**config.mk**
```make
export PLATFORM = sky130hd
export DESIGN_NAME = booth_r4_encoder_seq_flat
export DESIGN_NICKNAME = d
export VERILOG_FILES = /design/src/rtl/booth_r4_encoder_seq_if.sv /design/src/rtl/booth_r4_encoder_seq.sv /design/src/flat_wrapper.sv
export SDC_FILE = /design/constraint.sdc
export NUM_CORES = 1
export LEC_CHECK = 0
export BUFFER_PORTS_ARGS = -buffer_cell sky130_fd_sc_hd__buf_4
export CAP_MARGIN = 15
export CORE_MARGIN = 2
export CORE_UTILIZATION = 40
export DETAILED_ROUTE_END_ITERATION = 8
export HOLD_SLACK_MARGIN = 0.05
export PLACE_DENSITY = 0.67
export SYNTH_ARGS = -nofsm -noshare
export SYNTH_HDL_FRONTEND = slang
export SYNTH_SLANG_ARGS = --single-unit
export TNS_END_PERCENT = 50
```
**constraint.sdc**
```tcl
create_clock -name clk -period 1.8 [get_ports clk]
set_input_delay 0.36 -clock clk [delete_from_list [all_inputs] [get_ports clk]]
set_output_delay 0.36 -clock clk [all_outputs]
set_load 0.05 [all_outputs]
```
**src/rtl/booth_r4_encoder_seq_if.sv**
```systemverilog
// Operand/digit handshake bundle for the sequential radix-4 Booth encoder.
// The master side presents operands and consumes digits; the slave side is the encoder.
interface booth_r4_encoder_seq_if #(
  parameter int WIDTH = 8,
  parameter int IDXW  = 2
);
  logic             in_valid;
  logic             in_ready;
  logic [WIDTH-1:0] mult;
  logic [2:0]       sdn;
  logic             sdn_valid;
  logic             sdn_ready;
  logic [IDXW-1:0]  sdn_idx;
  logic             sdn_last;
  logic             busy;
  logic             done;

  modport master (
    output in_valid, mult, sdn_ready,
    input  in_ready, sdn, sdn_valid, sdn_idx, sdn_last, busy, done
  );

  modport slave (
    input  in_valid, mult, sdn_ready,
    output in_ready, sdn, sdn_valid, sdn_idx, sdn_last, busy, done
  );
endinterface

```
**src/rtl/booth_r4_encoder_seq.sv**
```systemverilog
// Sequential radix-4 Booth encoder: streams one {sel1, sel2, neg} code per digit,
// least-significant digit first, from a registered copy of the multiplier.
module booth_r4_encoder_seq #(
  parameter int WIDTH = 8,
  parameter int IDXW  = 2
) (
  input  logic                   clk,
  input  logic                   rst,
  booth_r4_encoder_seq_if.slave  bus
);

  if ((WIDTH < 4) || ((WIDTH % 2) != 0)) begin : g_bad_width
    $error("booth_r4_encoder_seq: WIDTH must be even and >= 4");
  end
  if ((2 ** IDXW) < (WIDTH / 2)) begin : g_bad_idxw
    $error("booth_r4_encoder_seq: IDXW too narrow for WIDTH/2 digits");
  end

  localparam logic [IDXW-1:0] LAST_IDX = IDXW'(WIDTH / 2 - 1);

  typedef enum logic {
    IDLE,
    EMIT
  } state_t;

  state_t           state;
  state_t           state_nx;
  logic [WIDTH:0]   sr;
  logic [IDXW-1:0]  idx;
  logic             done_q;
  logic             at_last;
  logic             xfer;
  logic             load;
  logic [2:0]       code;

  always_comb begin
    at_last = (idx == LAST_IDX);
    xfer    = (state == EMIT) && bus.sdn_ready;
    load    = (state == IDLE) && bus.in_valid;
  end

  // Triplet (b2i+1, b2i, b2i-1) to {sel1, sel2, neg}; 111 deliberately yields +0.
  always_comb begin
    code = 3'b000;
    case (sr[2:0])
      3'b000:  code = 3'b000;
      3'b001:  code = 3'b100;
      3'b010:  code = 3'b100;
      3'b011:  code = 3'b010;
      3'b100:  code = 3'b011;
      3'b101:  code = 3'b101;
      3'b110:  code = 3'b101;
      3'b111:  code = 3'b000;
      default: code = 3'b000;
    endcase
  end

  always_ff @(posedge clk) begin
    if (rst) begin
      state <= IDLE;
    end else begin
      state <= state_nx;
    end
  end

  always_comb begin
    state_nx = state;
    case (state)
      IDLE:    if (load) state_nx = EMIT;
      EMIT:    if (xfer && at_last) state_nx = IDLE;
      default: state_nx = IDLE;
    endcase
  end

  // Shift register and digit index; cleared after the last digit so IDLE shows idx 0.
  always_ff @(posedge clk) begin
    if (rst) begin
      sr     <= '0;
      idx    <= '0;
      done_q <= 1'b0;
    end else begin
      done_q <= 1'b0;
      if (load) begin
        sr  <= {bus.mult, 1'b0};
        idx <= '0;
      end else if (xfer) begin
        if (at_last) begin
          sr     <= '0;
          idx    <= '0;
          done_q <= 1'b1;
        end else begin
          sr  <= {{2{sr[WIDTH]}}, sr[WIDTH:2]};
          idx <= idx + IDXW'(1);
        end
      end
    end
  end

  always_comb begin
    bus.in_ready  = 1'b0;
    bus.sdn_valid = 1'b0;
    bus.busy      = 1'b0;
    bus.sdn       = 3'b000;
    bus.sdn_idx   = '0;
    bus.sdn_last  = 1'b0;
    bus.done      = done_q;
    case (state)
      IDLE: begin
        bus.in_ready = 1'b1;
      end
      EMIT: begin
        bus.sdn_valid = 1'b1;
        bus.busy      = 1'b1;
        bus.sdn       = code;
        bus.sdn_idx   = idx;
        bus.sdn_last  = at_last;
      end
      default: begin
        bus.in_ready = 1'b0;
      end
    endcase
  end

endmodule

```
**src/flat_wrapper.sv**
```systemverilog
// flat-port wrapper written by rule: the top's interface ports become plain ports
module booth_r4_encoder_seq_flat 
#(
  parameter int WIDTH = 8,
  parameter int IDXW  = 2
)
  (clk, rst, bus_in_valid, bus_mult, bus_sdn_ready, bus_in_ready, bus_sdn, bus_sdn_valid, bus_sdn_idx, bus_sdn_last, bus_busy, bus_done);
  booth_r4_encoder_seq_if #(.WIDTH(WIDTH), .IDXW(IDXW)) bus_i ();
  input  logic clk;
  input  logic rst;
  input wire logic [$bits(bus_i.in_valid)-1:0] bus_in_valid;
  input wire logic [$bits(bus_i.mult)-1:0] bus_mult;
  input wire logic [$bits(bus_i.sdn_ready)-1:0] bus_sdn_ready;
  output wire logic [$bits(bus_i.in_ready)-1:0] bus_in_ready;
  output wire logic [$bits(bus_i.sdn)-1:0] bus_sdn;
  output wire logic [$bits(bus_i.sdn_valid)-1:0] bus_sdn_valid;
  output wire logic [$bits(bus_i.sdn_idx)-1:0] bus_sdn_idx;
  output wire logic [$bits(bus_i.sdn_last)-1:0] bus_sdn_last;
  output wire logic [$bits(bus_i.busy)-1:0] bus_busy;
  output wire logic [$bits(bus_i.done)-1:0] bus_done;
  assign bus_i.in_valid = bus_in_valid;
  assign bus_i.mult = bus_mult;
  assign bus_i.sdn_ready = bus_sdn_ready;
  assign bus_in_ready = bus_i.in_ready;
  assign bus_sdn = bus_i.sdn;
  assign bus_sdn_valid = bus_i.sdn_valid;
  assign bus_sdn_idx = bus_i.sdn_idx;
  assign bus_sdn_last = bus_i.sdn_last;
  assign bus_busy = bus_i.busy;
  assign bus_done = bus_i.done;
  booth_r4_encoder_seq #(.WIDTH(WIDTH), .IDXW(IDXW)) u_core (.clk(clk), .rst(rst), .bus(bus_i));
endmodule
```
# --- Word-level counts from Yosys, hierarchy flattened ---
# Memory sizes are Yosys's and may differ from the RTL's.
# Cells that the tools add are included.
op_classes:
  n_eq_ne: 1
  reduce_logical: 8
  addsub: 1
  n_bitwise: 2
  mux: 13
op_table:
  columns: ["cell", "count"]
  rows:
  - ["2-to-1 mux 9 bit", 3]
  - ["2-to-1 mux 1 bit", 6]
  - ["2-to-1 mux 2 bit", 2]
  - ["nonzero test 2 bit", 2]
  - ["logical AND 1 bit", 3]
  - ["2-to-1 mux 3 bit", 1]
  - ["OR reduction 3 bit", 1]
  - ["adder 2 x 1 -> 2 bit, second input constant", 1]
  - ["== test 2 bit, second input constant", 1]
  - ["inverter 1 bit", 2]
  - ["case mux 1 bit (2 select lines)", 1]
  - ["AND reduction 2 bit", 1]
  - ["OR reduction 2 bit", 1]
word_totals:
  inputBits: 12
  reg_bits: 13
  memories: 1
  word_cells: 32
  rom_bits: 24
memory_table:
  columns: ["memory", "words", "width", "read_ports", "rd_clocked_by_memory_dff", "wr", "line", "text"]
  rows:
  - ["(no name shown)", 8, 3, 1, 0, 0, "booth_r4_encoder_seq.sv:45", "case (sr[2:0])"]

# --- Logic depth before layout (Yosys ltp) ---
# Gate-level depths: netlist of the first run.
depth:
  word_depth: 4
  mapped_depth: 5
  ltp_nobuf: 4

# --- Least setup slack after synthesis of the first run ---
# Ideal clock, no wire load.
synth_timing:
  path_kind: "register to output"
  start: "register u_core.state"
  end: "output port bus_sdn[1]"
  required_ps: 1440
  setup_slack_ps: -402
  path_stages_with_launch: 4
  t_arrival_ps: 1842
  cell_sequence: "dfxtp_1 > buf_2 > inv_2 > nor2_1"
synth_via:
  elab_chain_cells: 1
synth_rtl:
  columns: ["item", "line", "text"]
  rows:
  - ["start: declaration", "booth_r4_encoder_seq.sv:26", "state_t state;"]
  - ["start signal: assignment", "booth_r4_encoder_seq.sv:62", "state <= state_nx;"]
  - ["2-to-1 mux 3 bit", "booth_r4_encoder_seq.sv:107", "case (state)"]
  - ["end: declaration", "flat_wrapper.sv:15", "output wire logic [$bits(bus_i.sdn)-1:0] bus_sdn;"]
# No other way between the ends.

# --- Final worst setup path of the first run ---
layout_timing:
  start: "register u_core.sr[0]"
  end: "output port bus_sdn[2]"
layout_via:
  elab_chain_cells: 2
layout_rtl:
  columns: ["item", "line", "text"]
  rows:
  - ["start: declaration", "booth_r4_encoder_seq.sv:28", "logic [WIDTH:0] sr;"]
  - ["start signal: assignment", "booth_r4_encoder_seq.sv:84", "sr <= {bus.mult, 1'b0};"]
  - ["start signal: assignment", "booth_r4_encoder_seq.sv:92", "sr <= {{2{sr[WIDTH]}}, sr[WIDTH:2]};"]
  - ["memory (8 x 3 bit)", null, null]
  - ["2-to-1 mux 3 bit", "booth_r4_encoder_seq.sv:107", null]
# No other way between the ends.

==> flow_metrics.tcl, run 1 <==
set metrics [dict create \
    crit_slowest_cell "dfxtp_1" \
    design_area_um2 793 \
    finalCritPeriodShare_pct 93.2 \
    grt_pass1_vias 485 \
    overflow 0 \
    slew_violations 0 \
    most-common-layout-cells "21 x buf_4, 12 x dfxtp_1, 11 x nor2_1" \
    cts_buffer_depth 2 \
    postPlaceCellArea_um2 767 \
    die_h_um 43.2 \
    post_cts_buffers 0 \
    hold_buffers 0 \
    syn-cell-area_um2 616 \
    io_pins 22 \
    crit_arrival_ps 1320 \
    relSlewSlack_pct 64.6 \
    wl_per_cell_um 11.9 \
    dieArea_mm2 0.00187 \
    grt_pass1_wl_um 2010 \
    cellLeakagePower_uw 0.000352 \
    avgSynthCellArea_um2 9.47 \
    cts_sinks 13 \
    cts_made_buffers 3 \
    slowest_delay_ps 390 \
    rows 14 \
    portBuffers 21 \
    yosys_warnings 0 \
    final_common_cell "buf_4" \
    post-route-drc-count 0 \
    tightest_slew_ps 530 \
    finalSetupTns_ps 0 \
    hp-class "primary input to flop" \
    wirelength_um 1200 \
    setup_slack_ps 122 \
    path_cells "inv_1, ha_1, and2_1, buf_4" \
    status "completed" \
    setup_viol 0 \
    core_mm2 0.00147 \
    final_hold_viol_count 0 \
    critical-path-top-delay-family "flip-flops" \
    final_net_count 102 \
    cp.required_ps 1440 \
    p_per_area_mw_per_mm2 766 \
    multiInputGateArea_um2 317 \
    cts_tree "built" \
    drive_above_1_share_pct 34.1 \
    critPathKind "flop to primary output" \
    drtIter0Drc 26 \
    max_freq_mhz 596 \
    cap_violations 0 \
    synth.distinct_cells 23 \
    rsz0062_at_grt "false" \
    max-vdd-ir-drop_mv 0.468 \
    antenna_found_initial 0 \
    crit_buf_inv 2 \
    cts-htree-levels 1 \
    fin_crit_ps 1680 \
    synthCells 65 \
    critPathMaxFanout 4 \
    cts.reportedPaths.clkPinSlew_ps 70 \
    grt_start_max_net_pins 16 \
    synth_seq_cells 13 \
    start_util_pct 41.8 \
    clock_latency_ps 270 \
    yosysSeqAreaShare_pct 42.3 \
    power_uw 608 \
    startpoint_type "flop" \
    endpoint_kind "primary output" \
    post_cts_resized 0 \
    track_usage_pct 14.5 \
    chipWidth_um 43.2 \
    pre_cts_slack_ps 382 \
    viasPerCell 5.23 \
    seqCellArea_um2 262 \
    drt_pre_antenna_iters 5 \
    diodes 0 \
    ant_nets 0 \
    num_vias 528 \
    cts_root_buf "clkbuf_4" \
    dp_hpwl_um 858 \
    syn_nets 81 \
    fill_cells 145 \
    place.gp.congestion 0.676 \
    final.setup_skew_ps 6.71 \
    area_growth_pct 28.9 \
]
## worst reg2reg max path, cell delays in order (launching register included)
cell,delay (ps)
dfxtp_1,370
ha_1,220
and3b_1,300
a222oi_1,380
nor2_1,70
## logic make-up (layout without fill, tap and decap cells)
family,count (synthesis),in the layout,synth area share [%]
adders and majority gates,4,4,8.13
buffers and inverters,8,28,7.11
and+or+nand+nor,24,24,18.3
muxes,3,3,6.91
DFF,13,13,42.3
AOI/OAI and AO/OA,13,13,17.3
## path summary, 6_finish.rpt
check,cells after the start,endpoint,startpoint,slack (ps)
max reg2reg,4,u_core.sr[1],u_core.idx[0],350
min,3,u_core.sr[5],bus_mult[4],320
min reg2reg,2,u_core.sr[7],u_core.sr[8],490
max,4,bus_sdn[2],u_core.sr[0],120
## per-stage QoR
stage	hold WS, ps	util [%]	std cells
2_1_floorplan	429	-	65
3_3_place_gp	479	52.1	97
3_5_place_dp	473	52.1	97
4_1_cts	312	53.9	101
5_1_grt	323	53.9	101
6_report	320	53.9	101
## synth_stat cells
cell / instances / share of area, %
nand2_1: 3 / 1.8
a21oi_1: 2 / 1.6
nor2b_1: 1 / 1.0
inv_1: 2 / 1.2
buf_2: 2 / 1.6
and3b_1: 1 / 1.4
o21ai_1: 1 / 0.81
clkbuf_1: 1 / 0.61
buf_6: 1 / 1.8
ha_1: 4 / 8.1
and2_1: 4 / 4.1
mux2i_1: 2 / 3.3
a21boi_0: 1 / 1.2
nor2_1: 13 / 7.9
dfxtp_1: 13 / 42
inv_2: 1 / 0.61
a32oi_1: 1 / 1.4
a22oi_1: 2 / 2.4
mux2i_4: 1 / 3.7
nand3_1: 1 / 0.81
buf_4: 1 / 1.2
a222oi_1: 6 / 9.8
nor3b_1: 1 / 1.2
## state kept, by name, indices dropped and copies added (netlist names)
name and flops:
u_core.bus.done 1, u_core.sr 9, u_core.state 1, u_core.idx 2
## where the power goes
group	internal [uW]	switching [uW]
clock network	85.8	94.3
registers	302	15.4
logic	47.9	62.7
total	435	172
## routing by layer
layer / routed length [um] / part of all wire, % / track usage [%] / vias up
li1: - / - / - / 269
met1: 554 / 46 / 17.5 / 242
met2: 581 / 48 / 23.3 / 17
met3: 67 / 5.6 / 6.38 / 0
met4: 0 / 0 / 3.64 / 0
met5: 0 / 0 / 0 / -
## final cells by class
type	instances	area share, %
multi-input cells	44	39.9
clock buffers	4	3.31
well taps	16	2.52
inverters	3	1.42
flip-flops and latches	13	33.0
repair buffers	21	19.9
Note: power is estimated with default switching activity, not from simulation.
==> run 2, diff against run 1 <==
Settings changed: SETUP_SLACK_MARGIN set to 0.3.
==> flow_metrics.tcl, run 2 (synthesis gave the netlist of run 1 again) <==
set metrics [dict create \
    io_pins 22 \
    cts_root_buf "clkbuf_4" \
    slew_violations 0 \
    diodes 0 \
    final_common_cell "buf_4" \
    crit_arrival_ps 1230 \
    final_hold_viol_count 0 \
    antenna_found_initial 0 \
    cap_violations 0 \
    grt_pass1_vias 528 \
    start_util_pct 41.8 \
    track_usage_pct 16.0 \
    cts_tree "built" \
    rows 14 \
    p_per_area_mw_per_mm2 702 \
    area_growth_pct 44.7 \
    largest_reg_flops 9 \
    dp_hpwl_um 868 \
    route.met3.wl_um 79 \
    hp-class "primary input to flop" \
    cellLeakagePower_uw 0.000362 \
    fill_cells 142 \
    final_net_count 103 \
    wl_met1_um 580 \
    post-route-drc-count 0 \
    drtIter0Drc 29 \
    drt_pre_antenna_iters 4 \
    relSlewSlack_pct 62.1 \
    fin_hold_ws_ps 320 \
    hold_buffers 0 \
    top_layer "met3" \
    cts.reportedPaths.clkPinSlew_ps 80 \
    dieArea_mm2 0.00187 \
    tightest_slew_ps 568 \
    chipWidth_um 43.2 \
    finalSetupTns_ps 0 \
    die_h_um 43.2 \
    wirelength_um 1350 \
    seqCellArea_um2 272 \
    dpl.cell_count 97 \
    design_area_um2 891 \
    largestRegisters "u_core.sr x9, u_core.idx x2" \
    grt_pass1_wl_um 2270 \
    power_uw 625 \
    cts_made_buffers 3 \
    critPathMaxFanout 4 \
    final.setup_skew_ps 1.60 \
    fin_crit_ps 1590 \
    clock_latency_ps 270 \
    multiInputGateArea_um2 372 \
    rsz0062_at_grt "true" \
    overflow 0 \
    grt_start_max_net_pins 16 \
    cts-htree-levels 1 \
    wl_met2_um 691 \
    viasPerCell 5.32 \
    place.gp.congestion 0.732 \
    postPlaceCellArea_um2 778 \
    ant_nets 0 \
    wl_per_cell_um 13.2 \
    cts_buffer_depth 2 \
    num_vias 543 \
    max_freq_mhz 631 \
    critPathKind "flop to primary output" \
    most-common-layout-cells "18 x buf_4, 11 x nor2_1, 8 x dfxtp_1" \
    cts_sinks 13 \
    core_mm2 0.00147 \
    max-vdd-ir-drop_mv 0.386 \
    finalCritPeriodShare_pct 88.1 \
    regMostFlops "u_core.sr" \
    setup_viol 0 \
    drive_above_1_share_pct 48.8 \
    status "completed" \
    final_cell_count_no_fill 102 \
    cp.required_ps 1440 \
    portBuffers 21 \
    endpoint_kind "primary output" \
    startpoint_type "flop" \
]
run 2: cell types whose count changed in the layout (fill, tap and decap cells not counted), sizes merged:
cell  delta
buf      +1
run 2: path summary, 6_finish.rpt:
| check | startpoint | endpoint | slack, ps | cells after the start |
|---|---|---|---|---|
| worst min register to register | u_core.sr[8] | u_core.sr[7] | 480 | 2 |
| worst max-delay path | u_core.sr[2] | bus_sdn[1] | 210 | 3 |
| worst max register to register | u_core.idx[0] | u_core.sr[6] | 440 | 4 |
| worst min-delay path | bus_mult[4] | u_core.sr[5] | 320 | 3 |
run 2: final cells by class:
class                           instances  share of cell area, %
Tap cell                               16                   2.25
Sequential cell                        13                   30.5
Inverter                                3                   1.54
Clock buffer                            4                   2.95
Timing Repair Buffer                   22                   21.1
Multi-Input combinational cell         44                   41.7
run 2: layer usage:
metal  global-route usage (%)  vias to the layer above
met5                        0                        -
met4                     5.45                        0
met3                     4.26                        0
met2                     25.7                       15
met1                     20.6                      250
li1                         -                      278
run 2: report_power, final:
group,switching [uW],total [uW],internal (uW)
clock,94.0,180,85.8
sequential,17.2,318,300
combinational,68.8,127,58.6
total,180,625,445
run 2: stage by stage:
stage | util (%) | worst slack [ps]
detailed placement | 52.9 | 356
finish | 60.5 | 214
global route | 60.5 | 182
CTS | 57.6 | 215
floorplan | - | 208
global placement | 52.9 | 399
run 2: what timing repair did:
item | CTS | global route
pin swaps | 1 | 2
endpoints found under the setup margin | 6 | 9
gates resized for setup | 11 | 12
buffers inserted | 1 | 0
run 2: worst max-delay path, cell delays in order (launching register included):
cell     delay (ps)
dfxtp_1         460
mux2i_4         310
nor2_4           40
buf_6           150
